[src/rtl/seq_pattern_tx.sv]
// rtl/seq_pattern_tx.sv - serial pattern transmitter, MSB-first, repeated frames with idle gaps
//
// Loads a W-bit pattern on an accepted start. Shifts it out one bit per clock,
// MSB first, for 'repeats' frames. Frames are separated by 'gap' idle cycles.
// A one-cycle done pulse follows the last frame.
//
// Ports:
//   clk_i        system clock, rising edge
//   rst_ni       asynchronous active-low reset
//   start_i      transfer request, sampled only in IDLE
//   abort_i      synchronous abort, acted on only in SHIFT/GAP
//   pattern_i    bits to send (MSB first), captured at accepted start
//   repeats_i    number of frames, captured at accepted start
//   gap_i        idle cycles between frames, captured at accepted start
//   y_o          serial data bit (registered)
//   valid_o      y_o carries a pattern bit this cycle (registered)
//   busy_o       transfer in progress (SHIFT or GAP)
//   done_o       one-cycle completion pulse
//   frame_cnt_o  frames fully sent in the current or last transfer
module seq_pattern_tx #(
   parameter int W     = 4,
   parameter int CNT_W = 4,
   parameter int GAP_W = 4
) (
   input  logic             clk_i,
   input  logic             rst_ni,
   input  logic             start_i,
   input  logic             abort_i,
   input  logic [W-1:0]     pattern_i,
   input  logic [CNT_W-1:0] repeats_i,
   input  logic [GAP_W-1:0] gap_i,
   output logic             y_o,
   output logic             valid_o,
   output logic             busy_o,
   output logic             done_o,
   output logic [CNT_W-1:0] frame_cnt_o
);

   localparam int IW = (W > 1) ? $clog2(W) : 1;
   localparam logic [IW-1:0] IDX_LAST = IW'(W - 1);

   typedef enum logic [1:0] {S_IDLE, S_SHIFT, S_GAP, S_DONE} state_e;

   state_e             state_q, state_d;
   logic [W-1:0]       pat_q, pat_d;
   logic [CNT_W-1:0]   rep_q, rep_d;
   logic [CNT_W-1:0]   fcnt_q, fcnt_d;
   logic [GAP_W-1:0]   gap_q, gap_d;
   logic [GAP_W-1:0]   gcnt_q, gcnt_d;
   logic [IW-1:0]      idx_q, idx_d;
   logic               y_q, y_d;
   logic               valid_q, valid_d;
   logic               busy_q, busy_d;
   logic               done_q, done_d;

   logic               last_bit;
   logic               more_frames;
   logic [CNT_W:0]     fcnt_inc;

   always_comb begin
      state_d  = state_q;
      pat_d    = pat_q;
      rep_d    = rep_q;
      fcnt_d   = fcnt_q;
      gap_d    = gap_q;
      gcnt_d   = gcnt_q;
      idx_d    = idx_q;
      last_bit = (idx_q == IDX_LAST);
      fcnt_inc = {1'b0, fcnt_q} + {{CNT_W{1'b0}}, 1'b1};
      // Compared one bit wider so the test cannot wrap when repeats is all-ones.
      more_frames = (fcnt_inc < {1'b0, rep_q});

      case (state_q)
         S_IDLE: begin
            if (start_i) begin
               pat_d   = pattern_i;
               rep_d   = repeats_i;
               gap_d   = gap_i;
               fcnt_d  = '0;
               idx_d   = '0;
               gcnt_d  = '0;
               state_d = (repeats_i != '0) ? S_SHIFT : S_DONE;
            end
         end
         S_SHIFT: begin
            idx_d = idx_q + IW'(1);
            if (last_bit) begin
               idx_d  = '0;
               gcnt_d = '0;
               // A frame whose last bit went out counts as sent even if aborted on that edge.
               if (fcnt_q != {CNT_W{1'b1}}) begin
                  fcnt_d = fcnt_inc[CNT_W-1:0];
               end
               if (more_frames) begin
                  state_d = (gap_q != '0) ? S_GAP : S_SHIFT;
               end else begin
                  state_d = S_DONE;
               end
            end
            if (abort_i) begin
               state_d = S_IDLE;
            end
         end
         S_GAP: begin
            if (gcnt_q == gap_q - GAP_W'(1)) begin
               state_d = S_SHIFT;
               idx_d   = '0;
            end else begin
               gcnt_d = gcnt_q + GAP_W'(1);
            end
            if (abort_i) begin
               state_d = S_IDLE;
            end
         end
         S_DONE: begin
            state_d = S_IDLE;
         end
         default: begin
            state_d = S_IDLE;
         end
      endcase

      // Outputs are decoded from the next state so they can be registered
      // and still line up with the state they describe.
      valid_d = (state_d == S_SHIFT);
      busy_d  = (state_d == S_SHIFT) || (state_d == S_GAP);
      done_d  = (state_d == S_DONE);
      y_d     = (state_d == S_SHIFT) ? pat_d[IDX_LAST - idx_d] : 1'b0;
   end

   always_ff @(posedge clk_i or negedge rst_ni) begin
      if (!rst_ni) begin
         state_q <= S_IDLE;
         pat_q   <= '0;
         rep_q   <= '0;
         fcnt_q  <= '0;
         gap_q   <= '0;
         gcnt_q  <= '0;
         idx_q   <= '0;
         y_q     <= 1'b0;
         valid_q <= 1'b0;
         busy_q  <= 1'b0;
         done_q  <= 1'b0;
      end else begin
         state_q <= state_d;
         pat_q   <= pat_d;
         rep_q   <= rep_d;
         fcnt_q  <= fcnt_d;
         gap_q   <= gap_d;
         gcnt_q  <= gcnt_d;
         idx_q   <= idx_d;
         y_q     <= y_d;
         valid_q <= valid_d;
         busy_q  <= busy_d;
         done_q  <= done_d;
      end
   end

   assign y_o         = y_q;
   assign valid_o     = valid_q;
   assign busy_o      = busy_q;
   assign done_o      = done_q;
   assign frame_cnt_o = fcnt_q;

endmodule

[config.mk]
export PLATFORM = sky130hd
export DESIGN_NAME = seq_pattern_tx
export DESIGN_NICKNAME = d
export VERILOG_FILES = /design/src/rtl/seq_pattern_tx.sv
export SDC_FILE = /design/constraint.sdc
export NUM_CORES = 1
export LEC_CHECK = 0
export CAP_MARGIN = 20
export CELL_PAD_IN_SITES_DETAIL_PLACEMENT = 1
export CELL_PAD_IN_SITES_GLOBAL_PLACEMENT = 1
export CORE_MARGIN = 8
export CORE_UTILIZATION = 37
export DETAILED_ROUTE_END_ITERATION = 8
export PLACE_DENSITY_LB_ADDON = 0.2
export RECOVER_POWER = 50
export SLEW_MARGIN = 25
export SYNTH_ARGS = -nofsm -noshare
export SYNTH_HDL_FRONTEND = slang
export SYNTH_SLANG_ARGS = --single-unit
[constraint.sdc]
create_clock -name clk_i -period 2.3 [get_ports clk_i]
set_clock_uncertainty 0.15 [all_clocks]
set_input_delay 0.69 -clock clk_i [delete_from_list [all_inputs] [get_ports clk_i]]
set_output_delay 0.69 -clock clk_i [all_outputs]
set_load 0.05 [all_outputs]
==> out/results.env <==
ROUTE.ANTENNA.REMAINING_NETS=0
NUMBER_OF_MAX_SLEW_VIOLATIONS_IN_THE_FINAL_REPORT=0
OUTCOME='complete, but fails checks'
DRT_FIRST_PASS_ITERS=4
CLOCK_TREE.ROOT_CELL='clkbuf_8'
POWER_PER_CELL_AREA_mW_PER_MM2=885
SYNTHESIZED_NETLIST_CELL_COUNT=140
DRV_CAP=0
SYNTH_SEQUENTIAL_AREA_RATIO_PCT=46.3
CRITPATHARRIVALTIME_PS=2460
WORST-PATH-BUF-INV=0
MAX-CLOCK-PATH-BUFFERS=2
GP_ROUTABILITY_CONGESTION=0.757
LAYOUT_WORST_PATH_CYCLE_SHARE_PCT=107
TRITONCTS='done'
GR-USAGE-ALL-LAYERS_PCT=13.7
CPMOSTUSEDCELL='ha_4'
REG2REG_FROM='frame_cnt_o[1]$_DFFE_PN0P_'
SYNTH-EDFF-COUNT=0
SETUP-VIOLATIONS-FINAL=3
CRIT_PATH_START='frame_cnt_o[1]$_DFFE_PN0P_'
SYNTH_FLOP_CELL='dfrtp_1'
DR_TOTAL_VIAS=1230
GRT_FIRST_PASS_WIRELENGTH_UM=6800
SYN_AREA_MM2=0.00151
CTS.REPORTEDPATHS.CLKPINSLEW_PS=100
SYNTHESIS.AREA_PER_INSTANCE_UM2=10.8
DETAILED_PLACE_HPWL_UM=3000
YOSYS.AREA.TOP_TYPE_SHARE_PCT=46.3
WORST_HOLD_SLACK_PS=350
FP.DIEW_UM=79.9
CRITPATHTOPFAMILY='compound AO/OA/AOI/OAI gates'
LEFTOVER_OVERFLOW_AT_THE_END_OF_GLOBAL_ROUTING=0
HTREE_NUM_LEVELS=1
MIN_TCLK_POST_ROUTE_PS=2450
SYNTHESIS.YOSYS.WARNINGS=0
GRT_SETUP_UNREPAIRED='yes'
ANTENNA_FOUND_INITIAL=0
CTS_SINKS=28
DIE_HEIGHT_UM=79.9
END_KIND='flop'
CRITPATHMAXSTAGEDELAY_PS=450
CRIT_PATH_CELLS='ha_4 > xor2_4 > ha_4 > o21a_1 > o31ai_4 > a41oi_2 > o21bai_1 > nand2_1 > ha_4 > o221ai_2 > mux2i_1'
MAX_SLEW.WORST_PIN.SLEW_PS=720
FILLER_CELL_COUNT=438
YOSYS.CELL_COUNT.TOP_TYPE='dfrtp_1'
DRIVE_ABOVE_1_SHARE_PCT=37.2
CLK-INSERTION-DELAY-LATE_PS=280
REMAINING_DRCS=0
N_ANTENNA_CELL=0
WORST_IR_DROP_VDD_V=0.000395
SYNTH_COMMON_CELLS='28 x dfrtp_1, 12 x nand2_1, 11 x inv_1'
NUM_ROWS=23
WL_UM=4120
VIA_COUNT_OF_THE_FIRST_GLOBAL_ROUTING_PASS=1370
HOLD_START='pat_q[0]$_DFF_PN0_'
DIE_AREA_MM2=0.00639
WORSTSETUPPATHTYPE='flop to flop'
SETUP-TNS-FINAL_PS=-225
LAYOUT.NETS=213
DRT-WIRELENGTH-PER-CELL_UM=17.3
INITIALDRTVIOLATIONCOUNT=65
HOLD_PATH_CLASS='flop to flop'
FIN_CELLS=238
SYN-NUM-NETS=164
SYNTH_CELL_TYPES=42
SYNTH.TOP_CELLS.BY_AREA='dfrtp_1 46%, ha_1 6.6%, mux2_2 4.5%, o21ai_0 3.3%, nand2_1 3.0%'
VIOLATED_CHECKS='setup timing'
POSTLAYOUTSETUPSLACKWORST_PS=-151
SYNTH.FF_LATCH_COUNT=28
LEAKAGEPOWER_nW=0.965
ACHIEVABLE-FREQUENCY_GHz=0.408
GRT_START_MAX_NET_PINS=29
CRIT_PATH_TOP_DELAY_CELL='dfrtp_2'
CLOCK_BUFFERS_CREATED_BY_TRITONCTS=3
CRITPATHREQUIREDTIME_PS=2310
YOSYSTOPAREACELL='dfrtp_1'
LAYOUT-AREA-OVERHEAD-VS-SYNTH_PCT=42.7
IOPINCOUNT=24
FINALHOLDVIOLCOUNT=0
CP-START-KIND='flop'
BUFFER_PORTS.INSERTED=23
WORST_SLEW_MARGIN_REL_PCT=52.0
WORSTPATHMAXFANOUT=3
CORE_REGION_AREA_MM2=0.00397
PLACED_CELLS=227
INITIAL_UTILIZATION_PCT=38.1
DETAIL_ROUTE.VIAS_PER_CELL=5.17
POSTSYNTH.ASYNCRESETSHARE_PCT=100
==> state kept, by name, indices dropped and copies added, names as in the netlist, 2 cells and up <==
register / cells
frame_cnt_o: 4
gap_q: 4
gcnt_q: 4
idx_q: 2
pat_q: 4
rep_q: 4
state_q: 2
==> cells by family after synthesis <==
family | count (synthesis) | synth area share [%]
buf+inv | 15 | 4.38
xor+xnor | 7 | 4.96
flops | 28 | 46.3
compound gates | 34 | 16.0
simple gates | 38 | 14.0
fa+ha+maj | 8 | 6.62
mux | 10 | 7.77
==> per-stage QoR <==
step	power (mW)	setup WS, ps	area [um2]	utilization [%]
after detailed placement	1.47	-279	1950	49.1
final	1.91	-151	2160	54.3
after floorplan	1.19	-182	1570	-
after global placement	1.41	-182	1950	49.1
after CTS	1.85	-160	2070	52.1
after global routing	2.04	-236	2160	54.3
==> worst register-to-register path: cells and delay by family (launching register included) <==
family	cells	cell delay (ps)
fa+ha+maj	3	600
xor+xnor	1	190
mux	1	110
flops	1	450
compound gates	5	700
simple gates	1	140
==> layer usage <==
layer / vias up / wire (um) / GRT usage [%]
li1: 594 / - / -
met3: 7 / 197 / 3.60
met4: 0 / 72 / 6.18
met1: 601 / 1820 / 16.6
met5: - / 0 / 0
met2: 28 / 2030 / 22.1
==> worst paths after layout <==
path                                                    to  slack, ps  cells past startpoint
min in group asynchronous       frame_cnt_o[0]$_DFFE_PN0P_        830                      2
worst min register to register          pat_q[0]$_DFF_PN0_        350                      1
worst max register to register               y_o$_DFF_PN0_       -150                     11
max in group asynchronous       frame_cnt_o[2]$_DFFE_PN0P_        660                      2
worst min-delay path                    pat_q[0]$_DFF_PN0_        350                      1
worst max-delay path                         y_o$_DFF_PN0_       -150                     11
==> power breakdown <==
| group | leakage (nW) | total [mW] | switching (mW) | internal (mW) |
|---|---|---|---|---|
| Sequential | 0.353 | 0.681 | 0.0851 | 0.596 |
| Clock | 0.0288 | 0.315 | 0.161 | 0.154 |
| Combinational | 0.584 | 0.915 | 0.474 | 0.441 |
==> cell usage in the layout, fill, tap and decap left out, drive strengths merged, types with 2 or more instances in the layout <==
cell           instances
nor3                   3
nand2b                 5
clkdlybuf4s50         14
inv                   11
or3                    2
o31ai                  3
a22o                   2
o21ai                 11
ha                     8
nor2                   4
mux2                   8
nand3                  6
o221ai                 2
xor2                   3
dfrtp                 28
a21oi                  5
buf                   30
o21bai                 3
clkbuf                 7
xnor2                  3
mux2i                  2
nand2                 12
==> timing repair <==
item                       4_1_cts  5_1_grt
hold buffers                     0        0
resized for setup                6       12
setup endpoints to repair        3        6
pin swaps                        5        5
buffers inserted                 4        4
==> final cells by class <==
cell class | count | area, um2 | share of cell area (%)
clock buffers | 4 | 55.1 | 2.55
inverters | 11 | 41.3 | 1.91
multi-input cells | 97 | 896 | 41.5
flip-flops and latches | 28 | 704 | 32.6
well taps | 50 | 62.6 | 2.90
repair buffers | 48 | 399 | 18.5
(Power assumes the default switching activity.)
